[src/rtl/sobel_uart_tx_if.sv]
`timescale 1ns/1ps
// Pixel stream from the Sobel controller into the UART transmitter.
// Latency: n/a (wiring only).
// Backpressure: none; the stream is push-only and the consumer drops on overflow.
// Ports: pi_flag  one-cycle valid strobe per byte
//        pi_data  pixel byte, meaningful while pi_flag=1
interface sobel_uart_tx_if;
  logic       pi_flag;
  logic [7:0] pi_data;

  modport master (output pi_flag, output pi_data);
  modport slave  (input  pi_flag, input  pi_data);
endinterface

[src/rtl/sobel_uart_tx.sv]
`timescale 1ns/1ps
// Buffers the binarized Sobel pixel stream and serializes each byte as UART 8N1 (8E1 with parity).
// Latency: flag sampled at edge 0 into an empty FIFO -> start bit driven after edge 2.
// Backpressure: none upstream; bytes arriving with the FIFO full (and no pop) are dropped, po_overflow sticks.
//
// Ports: sys_clk/sys_rst_n  clock, async active-low reset
//        pix (slave)        pi_flag/pi_data pixel stream
//        tx                 serial line, idles high
//        po_busy            FIFO non-empty or transmitter active
//        po_overflow        sticky drop indicator, cleared only by reset
//        frame_done         one-cycle pulse at the end of the stop bit of the last byte of a frame
// Option: define SOBEL_TX_PARITY_EN to insert an even-parity bit between data and stop.
module sobel_uart_tx #(
  parameter int CLK_FREQ   = 50_000_000,
  parameter int UART_BPS   = 9600,
  parameter int FIFO_DEPTH = 16,      // power of 2, >= 4
  parameter int FRAME_PIX  = 9604
) (
  input  logic           sys_clk,
  input  logic           sys_rst_n,
  sobel_uart_tx_if.slave pix,
  output logic           tx,
  output logic           po_busy,
  output logic           po_overflow,
  output logic           frame_done
);

  localparam int BAUD_MAX = CLK_FREQ / UART_BPS - 1;
  localparam int BAUD_W   = (BAUD_MAX > 0) ? $clog2(BAUD_MAX + 1) : 1;
  localparam int AW       = $clog2(FIFO_DEPTH);
  localparam int FR_W     = (FRAME_PIX > 1) ? $clog2(FRAME_PIX) : 1;

  typedef enum logic [2:0] {
    ST_IDLE  = 3'd0,
    ST_LOAD  = 3'd1,
    ST_START = 3'd2,
    ST_DATA  = 3'd3,
`ifdef SOBEL_TX_PARITY_EN
    ST_PARITY = 3'd4,
`endif
    ST_STOP  = 3'd5
  } state_t;

  state_t state, state_nxt;

  // ------------------------------------------------------------------
  // FIFO: pointers carry one extra wrap bit so full and empty differ.
  // ------------------------------------------------------------------
  logic [AW:0] wr_ptr, rd_ptr;
  logic [7:0]  mem [FIFO_DEPTH];
  logic        fifo_empty, fifo_full;
  logic        push_vld, pop_vld;
  logic [7:0]  pop_dat;

  assign fifo_empty = (wr_ptr == rd_ptr);
  assign fifo_full  = (wr_ptr[AW] != rd_ptr[AW]) && (wr_ptr[AW-1:0] == rd_ptr[AW-1:0]);
  // A pop in the same cycle frees a slot, so a full FIFO still accepts.
  assign push_vld   = pix.pi_flag && (!fifo_full || pop_vld);

  always_ff @(posedge sys_clk or negedge sys_rst_n) begin
    if (!sys_rst_n) begin
      wr_ptr      <= '0;
      rd_ptr      <= '0;
      po_overflow <= 1'b0;
    end else begin
      if (push_vld) wr_ptr <= wr_ptr + 1'b1;
      if (pop_vld)  rd_ptr <= rd_ptr + 1'b1;
      if (pix.pi_flag && !push_vld) po_overflow <= 1'b1;
    end
  end

  always_ff @(posedge sys_clk) begin
    if (push_vld) mem[wr_ptr[AW-1:0]] <= pix.pi_data;
  end

  // ------------------------------------------------------------------
  // Transmitter datapath
  // ------------------------------------------------------------------
  logic [BAUD_W-1:0] baud_cnt;
  logic [2:0]        bit_idx;
  logic [7:0]        tx_byte;
  logic [FR_W-1:0]   frame_cnt;
  logic              baud_end;

  assign baud_end = (baud_cnt == BAUD_W'(BAUD_MAX));

  always_ff @(posedge sys_clk or negedge sys_rst_n) begin
    if (!sys_rst_n) begin
      state     <= ST_IDLE;
      baud_cnt  <= '0;
      bit_idx   <= '0;
      pop_dat   <= '0;
      tx_byte   <= '0;
      frame_cnt <= '0;
    end else begin
      state <= state_nxt;

      // The slot is released at the pop edge and may be rewritten before LOAD,
      // so the byte is captured here.
      if (pop_vld) pop_dat <= mem[rd_ptr[AW-1:0]];

      if (state == ST_LOAD) begin
        tx_byte  <= pop_dat;
        baud_cnt <= '0;
        bit_idx  <= '0;
      end else if (state == ST_IDLE) begin
        baud_cnt <= '0;
      end else if (baud_end) begin
        baud_cnt <= '0;
        if (state == ST_DATA) bit_idx <= bit_idx + 1'b1;
      end else begin
        baud_cnt <= baud_cnt + 1'b1;
      end

      if (state == ST_STOP && baud_end) begin
        if (frame_done) frame_cnt <= '0;
        else            frame_cnt <= frame_cnt + 1'b1;
      end
    end
  end

  // ------------------------------------------------------------------
  // Next state and line level. tx is decoded from registered state so an
  // async reset forces the line high immediately.
  // ------------------------------------------------------------------
  always_comb begin
    state_nxt  = state;
    pop_vld    = 1'b0;
    tx         = 1'b1;
    frame_done = 1'b0;
    case (state)
      ST_IDLE: begin
        if (!fifo_empty) begin
          pop_vld   = 1'b1;
          state_nxt = ST_LOAD;
        end
      end
      ST_LOAD: state_nxt = ST_START;
      ST_START: begin
        tx = 1'b0;
        if (baud_end) state_nxt = ST_DATA;
      end
      ST_DATA: begin
        tx = tx_byte[bit_idx];
`ifdef SOBEL_TX_PARITY_EN
        if (baud_end && bit_idx == 3'd7) state_nxt = ST_PARITY;
`else
        if (baud_end && bit_idx == 3'd7) state_nxt = ST_STOP;
`endif
      end
`ifdef SOBEL_TX_PARITY_EN
      ST_PARITY: begin
        tx = ^tx_byte;
        if (baud_end) state_nxt = ST_STOP;
      end
`endif
      ST_STOP: begin
        if (baud_end) begin
          state_nxt  = ST_IDLE;
          frame_done = (frame_cnt == FR_W'(FRAME_PIX - 1));
        end
      end
      default: state_nxt = ST_IDLE;
    endcase
  end

  assign po_busy = !fifo_empty || (state != ST_IDLE);

endmodule

[src/flat_wrapper.sv]
// flat-port wrapper written by rule: the top's interface ports become plain ports
module sobel_uart_tx_flat 
#(
  parameter int CLK_FREQ   = 50_000_000,
  parameter int UART_BPS   = 9600,
  parameter int FIFO_DEPTH = 16,                         
  parameter int FRAME_PIX  = 9604
)
  (sys_clk, sys_rst_n, tx, po_busy, po_overflow, frame_done, pix_pi_flag, pix_pi_data);
  sobel_uart_tx_if pix_i ();
  input  logic sys_clk;
  input  logic sys_rst_n;
  output logic tx;
  output logic po_busy;
  output logic po_overflow;
  output logic frame_done;
  input wire logic [$bits(pix_i.pi_flag)-1:0] pix_pi_flag;
  input wire logic [$bits(pix_i.pi_data)-1:0] pix_pi_data;
  assign pix_i.pi_flag = pix_pi_flag;
  assign pix_i.pi_data = pix_pi_data;
  sobel_uart_tx #(.CLK_FREQ(CLK_FREQ), .UART_BPS(UART_BPS), .FIFO_DEPTH(FIFO_DEPTH), .FRAME_PIX(FRAME_PIX)) u_core (.sys_clk(sys_clk), .sys_rst_n(sys_rst_n), .pix(pix_i), .tx(tx), .po_busy(po_busy), .po_overflow(po_overflow), .frame_done(frame_done));
endmodule
[config.mk]
export PLATFORM = sky130hd
export DESIGN_NAME = sobel_uart_tx_flat
export DESIGN_NICKNAME = d
export VERILOG_FILES = /design/src/rtl/sobel_uart_tx_if.sv /design/src/rtl/sobel_uart_tx.sv /design/src/flat_wrapper.sv
export SDC_FILE = /design/constraint.sdc
export NUM_CORES = 1
export LEC_CHECK = 0
export ABC_CLOCK_PERIOD_IN_PS = 2400
export BUFFER_PORTS_ARGS = -buffer_cell sky130_fd_sc_hd__buf_4
export CORE_MARGIN = 2
export CORE_UTILIZATION = 60
export CTS_CLUSTER_DIAMETER = 120
export DETAILED_ROUTE_END_ITERATION = 8
export PLACE_DENSITY = 0.77
export SYNTH_ARGS = -nofsm -noshare
export SYNTH_HDL_FRONTEND = slang
export SYNTH_SLANG_ARGS = --single-unit
[constraint.sdc]
create_clock -name sys_clk -period 2.4 [get_ports sys_clk]
set_input_delay 0.12 -clock sys_clk [delete_from_list [all_inputs] [get_ports sys_clk]]
set_output_delay 0.12 -clock sys_clk [all_outputs]
set_load 0.1 [all_outputs]
Word-level counts from Yosys, hierarchy flattened
Memory sizes are Yosys's and may differ from the RTL's. A register that Yosys moved wholly into a read port is not among the register bits. Cells that the tools add are included.

Bits in registers: 52. Bits in latches: 0. Bits in writable memories: 128. Bits in read-only memories: 0. Input bits: 11. Output and inout bits: 4. Word-level logic and storage cells: 69. Memories: 1.

Memories: u_core.mem (depth 16, width 8, read ports 1, clocked after memory_dff 1, wr ports 1, RTL line sobel_uart_tx.sv:50) `logic [7:0] mem [FIFO_DEPTH];`.

Add/sub/neg operators: 5. Multiply operators: 0. Div/mod/pow operators: 0. Order comparisons: 1. Eq/ne operators: 15. Shifts and indexed selects: 0. Muxes and demuxes: 22. Bitwise operators: 0. Reductions and logical operators: 17.

Operator list (count): $mux W13 (3); $mux W3 (8); $pmux W3 S5 (1); $add A14 B1 Y14 const B (1); $eq A14 B14 Y1 const B (1); $mux W14 (1); $add A13 B1 Y13 const B (1); $eq A13 B13 Y1 const B (1); $add A5 B1 Y5 const B (2); $mux W1 (7); $eq A3 B2 Y1 const B (2); $eq A3 B3 Y1 const B (2); $ne A2 B1 Y1 const B (3); $eq A5 B5 Y1 (1); $logic_and A1 B1 Y1 (5); $eq A4 B4 Y1 (1); $logic_not A1 Y1 (4); $lt A3 B4 Y1 const B (1); $ne A2 B2 Y1 const B (2); $reduce_and A4 Y1 (1); $reduce_bool A2 Y1 (2); $add A3 B1 Y3 const B (1); $bmux W1 S3 (1); $eq A3 B1 Y1 const B (1); 6 further kinds (7).

Longest topological paths before layout
Gate-level depths: netlist of run 1.

Depth after elaboration: 7. Gate-level depth with buffers: 7. Gate-level depth less buffers: 6.

Worst setup path after synthesis of run 1
Ideal clock, no wire load.

Kind: register to output. Start: register u_core.bit_idx[0]. End: output tx. Data arrival time: 2.926 ns. Setup slack: -0.646 ns. Stages on the path, launching flop included: 4. Path buffers: 0. Cell sequence: dfrtp_1 > mux4_2 > mux2i_1 > o21ai_0.

Cells in the longest elaborated chain, start to end: 3.

Ends and longest elaborated chain: start: declaration (RTL line sobel_uart_tx.sv:80) `logic [2:0] bit_idx;`; start signal: assignment (RTL line sobel_uart_tx.sv:110) `if (state == ST_DATA) bit_idx <= bit_idx + 1'b1;`; $bmux W1 S3 (RTL line sobel_uart_tx.sv:144) `tx = tx_byte[bit_idx];`; $mux W1 (not written as such) (RTL line sobel_uart_tx.sv:144); $pmux W1 S2 (RTL line sobel_uart_tx.sv:131) `case (state)`; end: declaration (RTL line flat_wrapper.sv:13) `output logic tx;`.

Every way passes these cells. The select of a mux whose other input is x is not followed.

Final worst setup path of run 1
Start: register u_core.frame_cnt[1]. End: output frame_done.

Cells in the longest elaborated chain, start to end: 3.

Ends and longest elaborated chain: start: declaration (RTL line sobel_uart_tx.sv:82) `logic [FR_W-1:0] frame_cnt;`; start signal: assignment (RTL line sobel_uart_tx.sv:117) `else frame_cnt <= frame_cnt + 1'b1;`; $eq A14 B14 Y1 (RTL line sobel_uart_tx.sv:160) `frame_done = (frame_cnt == FR_W'(FRAME_PIX - 1));`; $mux W1 (RTL line sobel_uart_tx.sv:158) `if (baud_end) begin`; $mux W1 (RTL line sobel_uart_tx.sv:131); end: declaration (RTL line flat_wrapper.sv:16) `output logic frame_done;`.

Every way passes these cells.

==> results by stage, run 1 <==
Status:
- The run finished with clean final reports.

Placement:
- The setup slack at placement is 67.3 ps.
- In this run the tool buffered the top-level ports with 14 buffer cells.
- Routability-driven placement finished with a final weighted congestion of 0.825.
- The placed cell area is 0.00817 mm2.
- Once detailed placement completed, the half-perimeter wirelength came to 9190 um.

CTS:
- The clock latency reported for the late side of the worst-skew pair is 430 ps.
- The root buffer cell chosen for the clock tree is clkbuf_16.
- The clock-pin slew of the registers on the worst-case setup and hold paths is 60 ps.
- The H-tree depth reported by CTS is 4.
- The CTS buffer count is 17.
- The clock drives 188 sinks.
- The clock passes through at most 2 buffers.
- TritonCTS built the clock tree.

Layout:
- Cells fill 69.5% of the core in the end.
- The antenna diode instance count is 0.
- The count of filler cells inserted in the layout is 852.
- After the last flow step, the layout net total stands at 537.
- The finished layout cell area is 0.00881 mm2.
- The post-synthesis to final-layout area growth is 12.4%.
- In the final layout, the share of cells above drive strength 1 is 21.3%.

Die:
- 15 I/O pins were placed.
- The number of rows created at floorplan is 41.
- In this run the horizontal extent of the chip is 118 um.
- The effective utilization at floorplan is 61.9%.
- The area of the core region is 0.0127 mm2.
- The die covers 0.0140 mm2.
- The die span in y is 118 um.

Yosys:
- Sequential elements use 68.2% of the synthesized area.
- Counting flops with a built-in enable in the synthesized netlist gives 128.
- The synthesized design spends more area on one cell type than any other, namely edfxtp_1.
- The post-synth design cell area is 0.00784 mm2.
- The number of nets in the synthesized netlist is 510.
- In the synthesized netlist the async set-or-reset flop fraction comes to 31.9%.
- The post-synthesis cell count is 490.
- In the synthesized netlist the dominant register cell turns out to be edfxtp_1.
- The number of library cell types mapped by synthesis is 49.
- Yosys printed 0 warnings.
- In this run, synthesis produced a sequential element count of 188.
- Averaged over all synthesized cells, the footprint is 16.0 um2.
- By area the synthesized netlist is led by edfxtp_1 (49%), dfrtp_1 (19%), mux4_2 (9.8%).
- Of the post-synthesis cell area, the dominant cell type holds 49.0%.

Timing:
- The number of slew-limit violations in the final report is 0.
- The relative max-transition margin is 49.4%.
- Setup repair after global routing left no endpoint under its margin.
- Across all setup checks in the final design, the least slack found is 104 ps.
- Summed over all failing endpoints, the final setup total negative slack is 0 ps.
- The worst-case clock skew is 9.34 ps.
- The worst path in the final design needs a cycle of 2300 ps, including I/O delays and setup.
- The final critical path takes up 95.7% of the cycle.
- For the pin with the worst max-slew slack, the measured transition is 759 ps.
- Setup violations remaining at the end of the flow were counted as 0.
- Static timing analysis puts the maximum clock frequency at 0.435 GHz.
- The number of hold violations in the final report is 0.

Routing:
- The residual antenna-violating net count after detailed routing is 0.
- The per-cell routed wire length is 20.1 um.
- Dividing the detail-routed via count by the number of cells gives 5.99.
- The first-pass iteration count of the detailed router is 4.
- The number of DRC markers after the initial detailed-route iteration is 352.
- The final route contains 4205 vias.
- The final wirelength is 14100 um.
- After detailed routing, the number of remaining DRC violations is 0.

Critical path:
- The startpoint of the lowest-slack register-to-register path is u_core.state[0].
- The length in cells of the worst reg-to-reg path is 5.
- The critical path endpoint category is an output port.
- The kind of start point of the critical path is a register.
- The end point of the critical path is frame_done.
- The worst setup slack for register-to-register paths is 210 ps.
- The critical path required time is 2280 ps.
- The endpoint arrival time on the critical path is 2180 ps.
- The critical path start-end classification is reg2out.
- In this run the worst path has a maximum fanout of 4.
- In this run the critical register-to-register path is captured at u_core.mem[1][2].
- The critical path starts at u_core.frame_cnt[1].

Min path:
- The tightest min-delay check is of the in2reg type.

Power and ir drop:
- Across the VDD grid, the largest voltage drop is 0.000639 V.
- The static leakage power is 0.00329 uW.
- Power comes to 7270 uW.
- The power density normalized to cell area is 825 mW/mm2.

Global routing:
- The via count of the first global-routing pass is 4241.
- Across every metal layer, demand over resource in global routing totals 22.0%.
- The total overflow left after global routing is 0.
- Entering global routing, the biggest net connects 61 pins.
- The initial antenna violation count is 0.
- The first global-routing pass estimated 23100 um of wire.

Job:
- Max-cap violations in this run came to 0.
through the flow:
stage | hold slack (ps) | std cells
2_1_floorplan | -176 | 490
3_3_place_gp | 231 | 666
3_5_place_dp | 233 | 666
4_1_cts | 3.54 | 700
5_1_grt | 13.1 | 702
6_report | 21.4 | 702
sequential cells by signal, indices dropped and copies added (netlist names):
register / flops
u_core.baud_cnt: 13
u_core.bit_idx: 3
u_core.frame_cnt: 14
u_core.mem: 128
u_core.po_overflow: 1
u_core.pop_dat: 8
u_core.rd_ptr: 5
u_core.state: 3
u_core.tx_byte: 8
u_core.wr_ptr: 5
what timing repair did:
action                                  4_1_cts  5_1_grt
endpoints found under the setup margin        1       89
resized for setup                             3        3
hold endpoints to repair                     61        0
pin swaps                                     1        0
setup buffers                                 0        2
cloned                                        0        0
hold buffers                                  2        0
layout by cell type (no fill, tap or decap), drive strengths merged, types with 2 or more instances in the layout:
cell / n
a22oi: 16
nand2: 18
nand2b: 4
a31oi: 3
nand4: 8
mux2: 10
a22o: 5
nor3: 4
ha: 9
nor4: 2
o21ai: 20
xor2: 14
xnor2: 15
a21o: 9
and2: 2
dfrtp: 60
a21oi: 9
nor2b: 8
inv: 14
and3: 19
or2: 3
bufinv: 2
o31ai: 2
clkinv: 5
buf: 28
edfxtp: 128
nor2: 34
nand3: 10
mux4: 34
dlygate4sd3: 2
clkbuf: 17
worst min path at each step:
| stage | from | end | depth (start not counted) |
|---|---|---|---|
| after floorplan | sys_rst_n | u_core.baud_cnt[0] | 0 |
| after detailed placement | sys_rst_n | u_core.baud_cnt[8] | 1 |
| after CTS | pix_pi_data[2] | u_core.mem[4][2] | 1 |
| after global routing | pix_pi_data[2] | u_core.mem[10][2] | 1 |
| after global placement | sys_rst_n | u_core.baud_cnt[6] | 1 |
| final | pix_pi_data[2] | u_core.mem[6][2] | 1 |
final cells by class:
cell class	count	area (um2)	share of cell area, %
sequential	188	5350	60.7
multi-input combinational	273	2380	27.1
clock buffer	17	425	4.83
timing repair buffer	30	255	2.90
tap	172	215	2.44
clock inverter	15	159	1.80
inverter	7	26.3	0.298
Yosys cell counts (all sizes together) (2+ instances only):
master / count
a22oi: 16
o21ai: 20
nand2: 18
or2: 3
a31oi: 3
and3: 19
buf: 14
a22o: 5
a21o: 9
and2: 2
a21oi: 9
nor4: 2
nor2: 34
inv: 7
clkbuf: 8
nand4: 8
xnor2: 15
mux4: 34
edfxtp: 128
nor2b: 8
nand2b: 4
mux2: 10
o31ai: 2
dfrtp: 60
nand3: 10
ha: 9
nor3: 4
xor2: 14
worst max-delay path: stages, from the launching register on:
cell and delay, ps:
dfrtp_1 390, ha_2 230, or4b_1 500, nor4_4 250, nor2b_4 200, buf_12 180
report_power, final:
group	internal, uW	switching (uW)
sequential	3740	132
clock	1550	1200
combinational	232	413
total	5530	1740
logic make-up (layout without fill, tap and decap cells):
kind of cell	after synthesis	in the layout	synth area share, %
AOI/OAI and AO/OA	68	68	5.71
xor gates and xnor gates	29	29	3.24
adders and majority gates	9	9	1.44
buffers and inverters	29	69	1.68
DFF	188	188	68.2
muxes	45	45	11.3
and+or+nand+nor	122	122	8.44
per-layer routing:
layer	GRT usage, %	part of all wire (%)	wire length (um)
met1	31.1	45	6290
met2	33.3	49	6860
met3	5.31	4.8	681
met4	9.19	2.0	282
met5	0	0	0
Power figures use the tool's default switching activity.
==> run 2, diff against run 1 <==
--- a/config.mk
+++ b/config.mk
@@ -7,6 +7,7 @@
 export LEC_CHECK = 0
 export ABC_CLOCK_PERIOD_IN_PS = 2400
 export BUFFER_PORTS_ARGS = -buffer_cell sky130_fd_sc_hd__buf_4
+export CORE_ASPECT_RATIO = 2
 export CORE_MARGIN = 2
 export CORE_UTILIZATION = 60
 export CTS_CLUSTER_DIAMETER = 120
==> run 2 against run 1 <==
Utilization decreased by 1.6 points. Critical endpoint unchanged. Sequential share of layout area increased by 0.27 points. Final area decreased by 0.44%. Non-clock buffer count increased by 1. Via count increased by 0.81%. Maximum frequency decreased by 1.2%. Clock-buffer cell count unchanged.
==> results by stage, run 2 (synthesis gave the netlist of run 1 again) <==
Layout:
- The layout cell share with drive strength beyond 1 is 21.1% (-0.19 points).
- The top cell types in the final layout, fill and taps aside, are edfxtp_1 (128), dfrtp_1 (59), mux4_2 (34), nor2_1 (33), buf_4 (26).
- The final layout net count is 538 (+0.19%).
- The multi-input combinational cell area is 0.00239 mm2 (+0.10%).
- The post-synthesis to final-layout area growth is 11.9%.
- The antenna diode instance count is 0 (unchanged).
- The register cell area after layout was 0.00535 mm2 (unchanged).
- The most common library cell in the layout ignoring fill and taps is edfxtp_1.
- The number of flip-flops under the largest register name came to 128 (unchanged).
- The finished layout cell area is 0.00877 mm2 (-0.44%).
- The post-route non-filler standard cell count was 682 (-2.8%).
- The count of filler cells inserted in the layout is 862 (+1.2%).

Timing:
- The final critical-path required period is 2320 ps (+27.6 ps).
- The number of hold violations in the final report is 0 (unchanged).
- The total negative slack for setup checks is 0 ps (unchanged).
- The minimum setup slack in the final design was 76.1 ps (-27.6 ps).
- The post-route fraction of the period consumed by the critical path is 96.8% (+1.1 points).
- The worst hold slack came to 11.9 ps (-9.52 ps).
- The number of slew-limit violations in the final report came to 0 (unchanged).
- The achievable frequency is 0.430 GHz (-1.2%).
- The worst-case clock skew came to 12.6 ps (+3.26 ps).
- Setup repair after global routing could not meet its margin everywhere.
- The relative max-transition margin was 48.3% (-1.1 points).
- The setup violation total in the final timing report is 0 (unchanged).
- The slew of the pin with the lowest slew margin is 776 ps (+16.2 ps).

Placement:
- The number of placed cells counting well taps is 646 (-3.0%).
- The setup slack at placement is 249 ps (+182 ps).
- The count of buffers inserted at the top-level ports was 14 (unchanged).
- The HPWL reported at the end of detailed placement came to 10400 um (+13%).
- The placed cell area is 0.00814 mm2 (-0.31%).
- The routability-driven placement congestion ratio is 0.915 (+11%).

Die:
- The effective utilization at floorplan was 60.7% (-1.2 points).
- The number of rows created at floorplan is 59 (+44%).
- The width of the chip is 84.8 um (-28%).
- The area of the core region was 0.0129 mm2 (+2.0%).
- The I/O pin count was 15 (unchanged).
- The area of the die is 0.0141 mm2 (+0.39%).
- The die span in y was 166 um (+40%).

Power and ir drop:
- The power share of the sequential group is 54.3% (+1.0 points).
- The static leakage power came to 0.00327 uW (-0.44%).
- The switching share of total power is 25.2% (+1.2 points).
- The combinational share of power was 9.1% (+0.2 points).
- The power density normalized to cell area is 812 mW/mm2 (-1.6%).
- The part of the power in the clock network came to 36.6% (-1.3 points).
- The worst ir drop on vdd was 0.000742 V (+16%).
- The internal power is 5330 uW (-3.5%).
- The power dissipated by switching net loads came to 1790 uW (+2.9%).

Global routing:
- The combined global-route utilization of all metal layers is 22.9% (+0.86 points).
- The remaining global-route overflow came to 0 (unchanged).
- The largest net degree at the start of global routing is 61 (unchanged).
- The initial antenna violation count is 0 (unchanged).
- The global-route wire length before repair came to 23800 um (+2.9%).
- The via count of the first global-routing pass was 4526 (+6.7%).

CTS:
- The number of sinks on the clock net came to 188 (unchanged).
- The CTS buffer count is 17 (unchanged).
- The root buffer cell chosen for the clock tree is clkbuf_16.
- The H-tree depth reported by CTS came to 4 (unchanged).
- The clock-pin slew of the registers on the worst-case setup and hold paths is 70 ps (about the same).
- The clock latency reported for the late side of the worst-skew pair is 430 ps (about the same).
- The number of buffers between clock root and the deepest sink was 2 (unchanged).
- The clock tree from TritonCTS is built.

Critical path:
- The worst setup path is captured at an output port.
- Walking the worst path, the cells encountered are ha_2 -> or4b_4 -> nor4_4 -> nor2b_4 -> buf_12.
- The maximum cell stage delay along the critical path is 470 ps (-30 ps).
- The count of buffer and inverter cells on the critical path is 1 (unchanged).
- The endpoint arrival time on the critical path came to 2200 ps (+20 ps).
- The critical path required time is 2280 ps (about the same).
- The cell at the slowest stage of the critical path is or4b_4.
- The critical path start-end classification is reg2out.
- The kind of start point of the critical path is a register.
- The largest fanout on the critical path is 4 (unchanged).
- The cell family contributing the most delay on the critical path is simple AND/OR/NAND/NOR gates.

Routing:
- The per-cell routed wire length came to 22.2 um (+10%).
- The number of DRC markers after the initial detailed-route iteration came to 268 (-24%).
- The residual antenna-violating net count after detailed routing is 0 (unchanged).
- The number of vias per cell after detailed routing is 6.22 (+3.8%).
- The total vias in the final route came to 4239 (+0.81%).
- The first-pass iteration count of the detailed router came to 6 (+2).
- The final wirelength is 15100 um (+7.2%).
- The number of design rule violations left after detail routing is 0 (unchanged).

Min path:
- The path class of the tightest hold or removal check is in2reg.

Job:
- The number of max-cap violations is 0 (unchanged).

Status:
- The flow ran to the end, and the final reports show no timing, DRC or antenna violations.
-- run 2: cell types whose count changed in the layout (fill, tap and decap cells not counted), sizes merged --
cell,change
clkinvlp,+1
bufinv,-2
dlygate4sd3,+1
-- run 2: final cells by class --
type | instances | area share (%)
inverters | 7 | 0.299
clock inverters | 14 | 1.51
clock buffers | 17 | 4.85
flip-flops and latches | 188 | 60.9
well taps | 152 | 2.17
repair buffers | 31 | 3.02
multi-input cells | 273 | 27.2
-- run 2: metal layers --
layer  vias up  share of wire [%]  GRT usage [%]  routed length [um]
met2       109                 58           41.6                8720
met5         -                  0              0                   0
li1       1940                  -              -                   -
met4         0                4.8           13.7                 720
met3        28                2.8           3.74                 418
met1      2162                 35           24.1                5260
-- run 2: per-stage QoR --
step / utilization (%) / power, uW
2_1_floorplan: - / 4330
3_3_place_gp: 63.0 / 4540
3_5_place_dp: 63.0 / 4570
4_1_cts: 67.7 / 7170
5_1_grt: 67.9 / 7350
6_report: 67.9 / 7130
-- run 2: power groups by stage --
stage	registers [uW]	logic (uW)	clock network [uW]
2_1_floorplan	3930	408	0
3_3_place_gp	3920	622	0
3_5_place_dp	3930	637	0
4_1_cts	3870	651	2660
5_1_grt	3890	703	2760
6_report	3870	646	2610
-- run 2: what timing repair did --
item,4_1_cts,5_1_grt
hold endpoints to repair,64,0
pin swaps,1,1
setup buffers,0,2
gates resized for setup,3,3
endpoints found under the setup margin,1,1
cloned,0,0
hold buffers,3,0
-- run 2: final timing paths --
| check | from | to | slack, ps | cells after the start |
|---|---|---|---|---|
| max reg2reg | u_core.state[0] | u_core.mem[15][0] | 220 | 5 |
| min | pix_pi_data[3] | u_core.mem[8][3] | 10 | 1 |
| max in group asynchronous | sys_rst_n | u_core.rd_ptr[0] | 1510 | 2 |
| min in group asynchronous | sys_rst_n | u_core.baud_cnt[8] | 310 | 2 |
| max | u_core.frame_cnt[0] | frame_done | 80 | 5 |
| min reg2reg | u_core.po_overflow | u_core.po_overflow | 470 | 1 |
==> run 3, diff against run 2 <==
--- a/config.mk
+++ b/config.mk
@@ -9,10 +9,10 @@
 export BUFFER_PORTS_ARGS = -buffer_cell sky130_fd_sc_hd__buf_4
 export CORE_ASPECT_RATIO = 2
 export CORE_MARGIN = 2
-export CORE_UTILIZATION = 60
+export CORE_UTILIZATION = 50
 export CTS_CLUSTER_DIAMETER = 120
 export DETAILED_ROUTE_END_ITERATION = 8
-export PLACE_DENSITY = 0.77
+export PLACE_DENSITY = 0.66
 export SYNTH_ARGS = -nofsm -noshare
 export SYNTH_HDL_FRONTEND = slang
 export SYNTH_SLANG_ARGS = --single-unit
==> run 3 against run 2 <==
Register-to-register slack got worse by 40 ps. Total power rose by 4.8%. Clock power grew 11%. Die area up 19%. Critical endpoint unchanged.
==> results by stage, run 3 (synthesis gave the netlist of run 1 again) <==
Die:
- The width of the chip came to 92.6 um (+9.1%).
- The number of rows created at floorplan came to 64 (+8.5%).
- The effective utilization at floorplan came to 51.3% (-9.4 points).
- The area of the core region came to 0.0153 mm2 (+18%).
- The area of the die was 0.0168 mm2 (+19%).
- The I/O pin count came to 15 (unchanged).
- The die span in y was 181 um (+9.3%).

Timing:
- The number of slew-limit violations in the final report is 0 (unchanged).
- The slew of the pin with the lowest slew margin was 790 ps (+14.6 ps).
- The number of hold violations in the final report is 0 (unchanged).
- The achievable frequency came to 0.433 GHz (+0.62%).
- The post-route fraction of the period consumed by the critical path is 96.2% (-0.59 points).
- The final critical-path required period is 2310 ps (-14.2 ps).
- The relative max-transition margin is 47.3% (-0.98 points).
- The worst-case clock skew is 9.29 ps (-3.31 ps).
- The minimum setup slack in the final design is 90.3 ps (+14.2 ps).
- The setup violation total in the final timing report is 0 (unchanged).

Global routing:
- The global-route wire length before repair came to 24500 um (+3.0%).
- The via count of the first global-routing pass is 4424 (-2.3%).
- The combined global-route utilization of all metal layers is 20.2% (-2.7 points).
- The initial antenna violation count is 0 (unchanged).
- The largest net degree at the start of global routing is 61 (unchanged).
- The remaining global-route overflow is 0 (unchanged).

Layout:
- Leaving out fill and tap cells, the most frequent cells in the layout are edfxtp_1 (128), dfrtp_1 (59), mux4_2 (34), nor2_1 (33), buf_4 (28).
- The layout cell share with drive strength beyond 1 is 21.8% (+0.71 points).
- The final core area utilization is 58.1% (-9.8 points).
- The most common library cell in the layout ignoring fill and taps is edfxtp_1.
- The antenna diode instance count is 0 (unchanged).
- The count of filler cells inserted in the layout is 1196 (+39%).
- The multi-input combinational cell area is 0.00239 mm2 (about the same).
- Compared with the post-synthesis result, the final layout area differs by 13.3%.
- The number of flip-flops under the largest register name came to 128 (unchanged).
- The final layout net count is 538 (unchanged).
- The register cell area after layout is 0.00535 mm2 (unchanged).

Routing:
- The number of design rule violations left after detail routing came to 0 (unchanged).
- The total vias in the final route is 4172 (-1.6%).
- The final wirelength is 15700 um (+4.0%).
- The first-pass iteration count of the detailed router is 6 (unchanged).
- The per-cell routed wire length was 21.6 um (-2.7%).
- The residual antenna-violating net count after detailed routing came to 0 (unchanged).
- The number of vias per cell after detailed routing is 5.72 (-7.9%).
- The number of DRC markers after the initial detailed-route iteration is 241 (-10%).

CTS:
- The number of buffers between clock root and the deepest sink is 2 (unchanged).
- The number of sinks on the clock net is 188 (unchanged).
- The CTS buffer count is 17 (unchanged).
- The H-tree depth reported by CTS is 4 (unchanged).
- CTS placed an instance of clkbuf_16 at the clock tree root.
- The clock latency reported for the late side of the worst-skew pair is 430 ps (about the same).
- The clock-pin slew of the registers on the worst-case setup and hold paths was 70 ps (about the same).
- TritonCTS built the clock tree.

Critical path:
- The worst setup path is of the reg2out kind.
- The critical path endpoint category is an output port.
- STA classifies the critical path startpoint as a register.
- The critical path launch point is u_core.frame_cnt[1].
- The largest fanout on the critical path is 4 (unchanged).
- The endpoint arrival time on the critical path is 2190 ps (about the same).
- The critical path required time was 2280 ps (about the same).
- The startpoint of the lowest-slack register-to-register path is u_core.state[0].

Power and ir drop:
- The static leakage power is 0.00331 uW (+0.98%).
- The power density normalized to cell area came to 841 mW/mm2 (+3.5%).
- The worst ir drop on vdd is 0.000668 V (-10%).

Job:
- The number of max-cap violations is 0 (unchanged).

Placement:
- The setup slack at placement is 194 ps (-55.1 ps).
- The routability-driven placement congestion ratio is 0.851 (-7.1%).
- The HPWL reported at the end of detailed placement came to 11100 um (+6.2%).
- The count of buffers inserted at the top-level ports is 14 (unchanged).

Min path:
- In this run the most critical hold path is launched from pix_pi_data[0].
- The tightest min-delay check is of the in2reg type.

Status:
- The flow ran to the end, and the final reports show no timing, DRC or antenna violations.
run 3: cell count changes in the layout (fill, tap and decap cells not counted):
cell	before	now
buf_12	2	1
inv_8	3	5
ha_2	1	0
ha_4	0	1
clkinv_1	2	0
nor4_4	1	0
dlygate4sd3_1	3	2
bufinv_16	0	2
nor4_2	1	2
buf_4	26	28
clkinvlp_4	2	1
run 3: path summary, 6_finish.rpt:
check                      slack (ps)                  to  cells past startpoint
min in group asynchronous         300  u_core.baud_cnt[4]                      2
hold reg to reg                   480   u_core.pop_dat[3]                      1
setup reg to reg                  180    u_core.mem[4][6]                      5
hold / removal                     30    u_core.mem[3][0]                      1
max in group asynchronous        1520    u_core.rd_ptr[0]                      2
setup / recovery                   90          frame_done                      6
run 3: layout make-up:
cell class                      instances  share of cell area (%)
Timing Repair Buffer                   31                    2.82
Multi-Input combinational cell        273                    26.9
Clock inverter                         15                    2.25
Tap cell                              198                    2.79
Clock buffer                           17                    4.79
Inverter                                7                   0.296
Sequential cell                       188                    60.2
run 3: worst max-delay path, cell delays in order (launching register included):
cell and delay, ps:
dfrtp_1 400, ha_4 160, or4b_4 460, nor4_2 250
buf_4 150, nor2b_4 150, buf_12 180
run 3: repair_timing:
item                                    CTS  global route
hold endpoints to repair                 61             0
endpoints found under the setup margin    1             1
buffers inserted                          3             0
gates resized for setup                   4             2
pin swaps                                 0             1
hold buffers                              2             0
run 3: metrics by stage:
step	power, uW	TNS [ps]	cell area [um2]	std cells	hold WS, ps
5_1_grt	7720	-5.94	8880	729	30.1
3_5_place_dp	4630	0	8190	692	247
3_3_place_gp	4600	0	8190	692	239
6_report	7470	0	8880	729	25.0
4_1_cts	7530	0	8870	729	19.0
2_1_floorplan	4330	0	7850	490	-176
run 3: power breakdown:
part | total (uW) | switching, uW | internal (uW)
clock | 2910 | 1310 | 1600
combinational | 698 | 456 | 242
sequential | 3860 | 120 | 3740
run 3: per-layer routing:
layer  global-route usage [%]  part of all wire, %  up-vias  routed length [um]
met3                     3.79                  2.1       23                 335
li1                         -                    -     1938                   -
met5                        0                    0        -                   0
met4                     6.69                  2.1        0                 330
met1                     20.1                   36     2131                5630
met2                     40.2                   60       80                9430
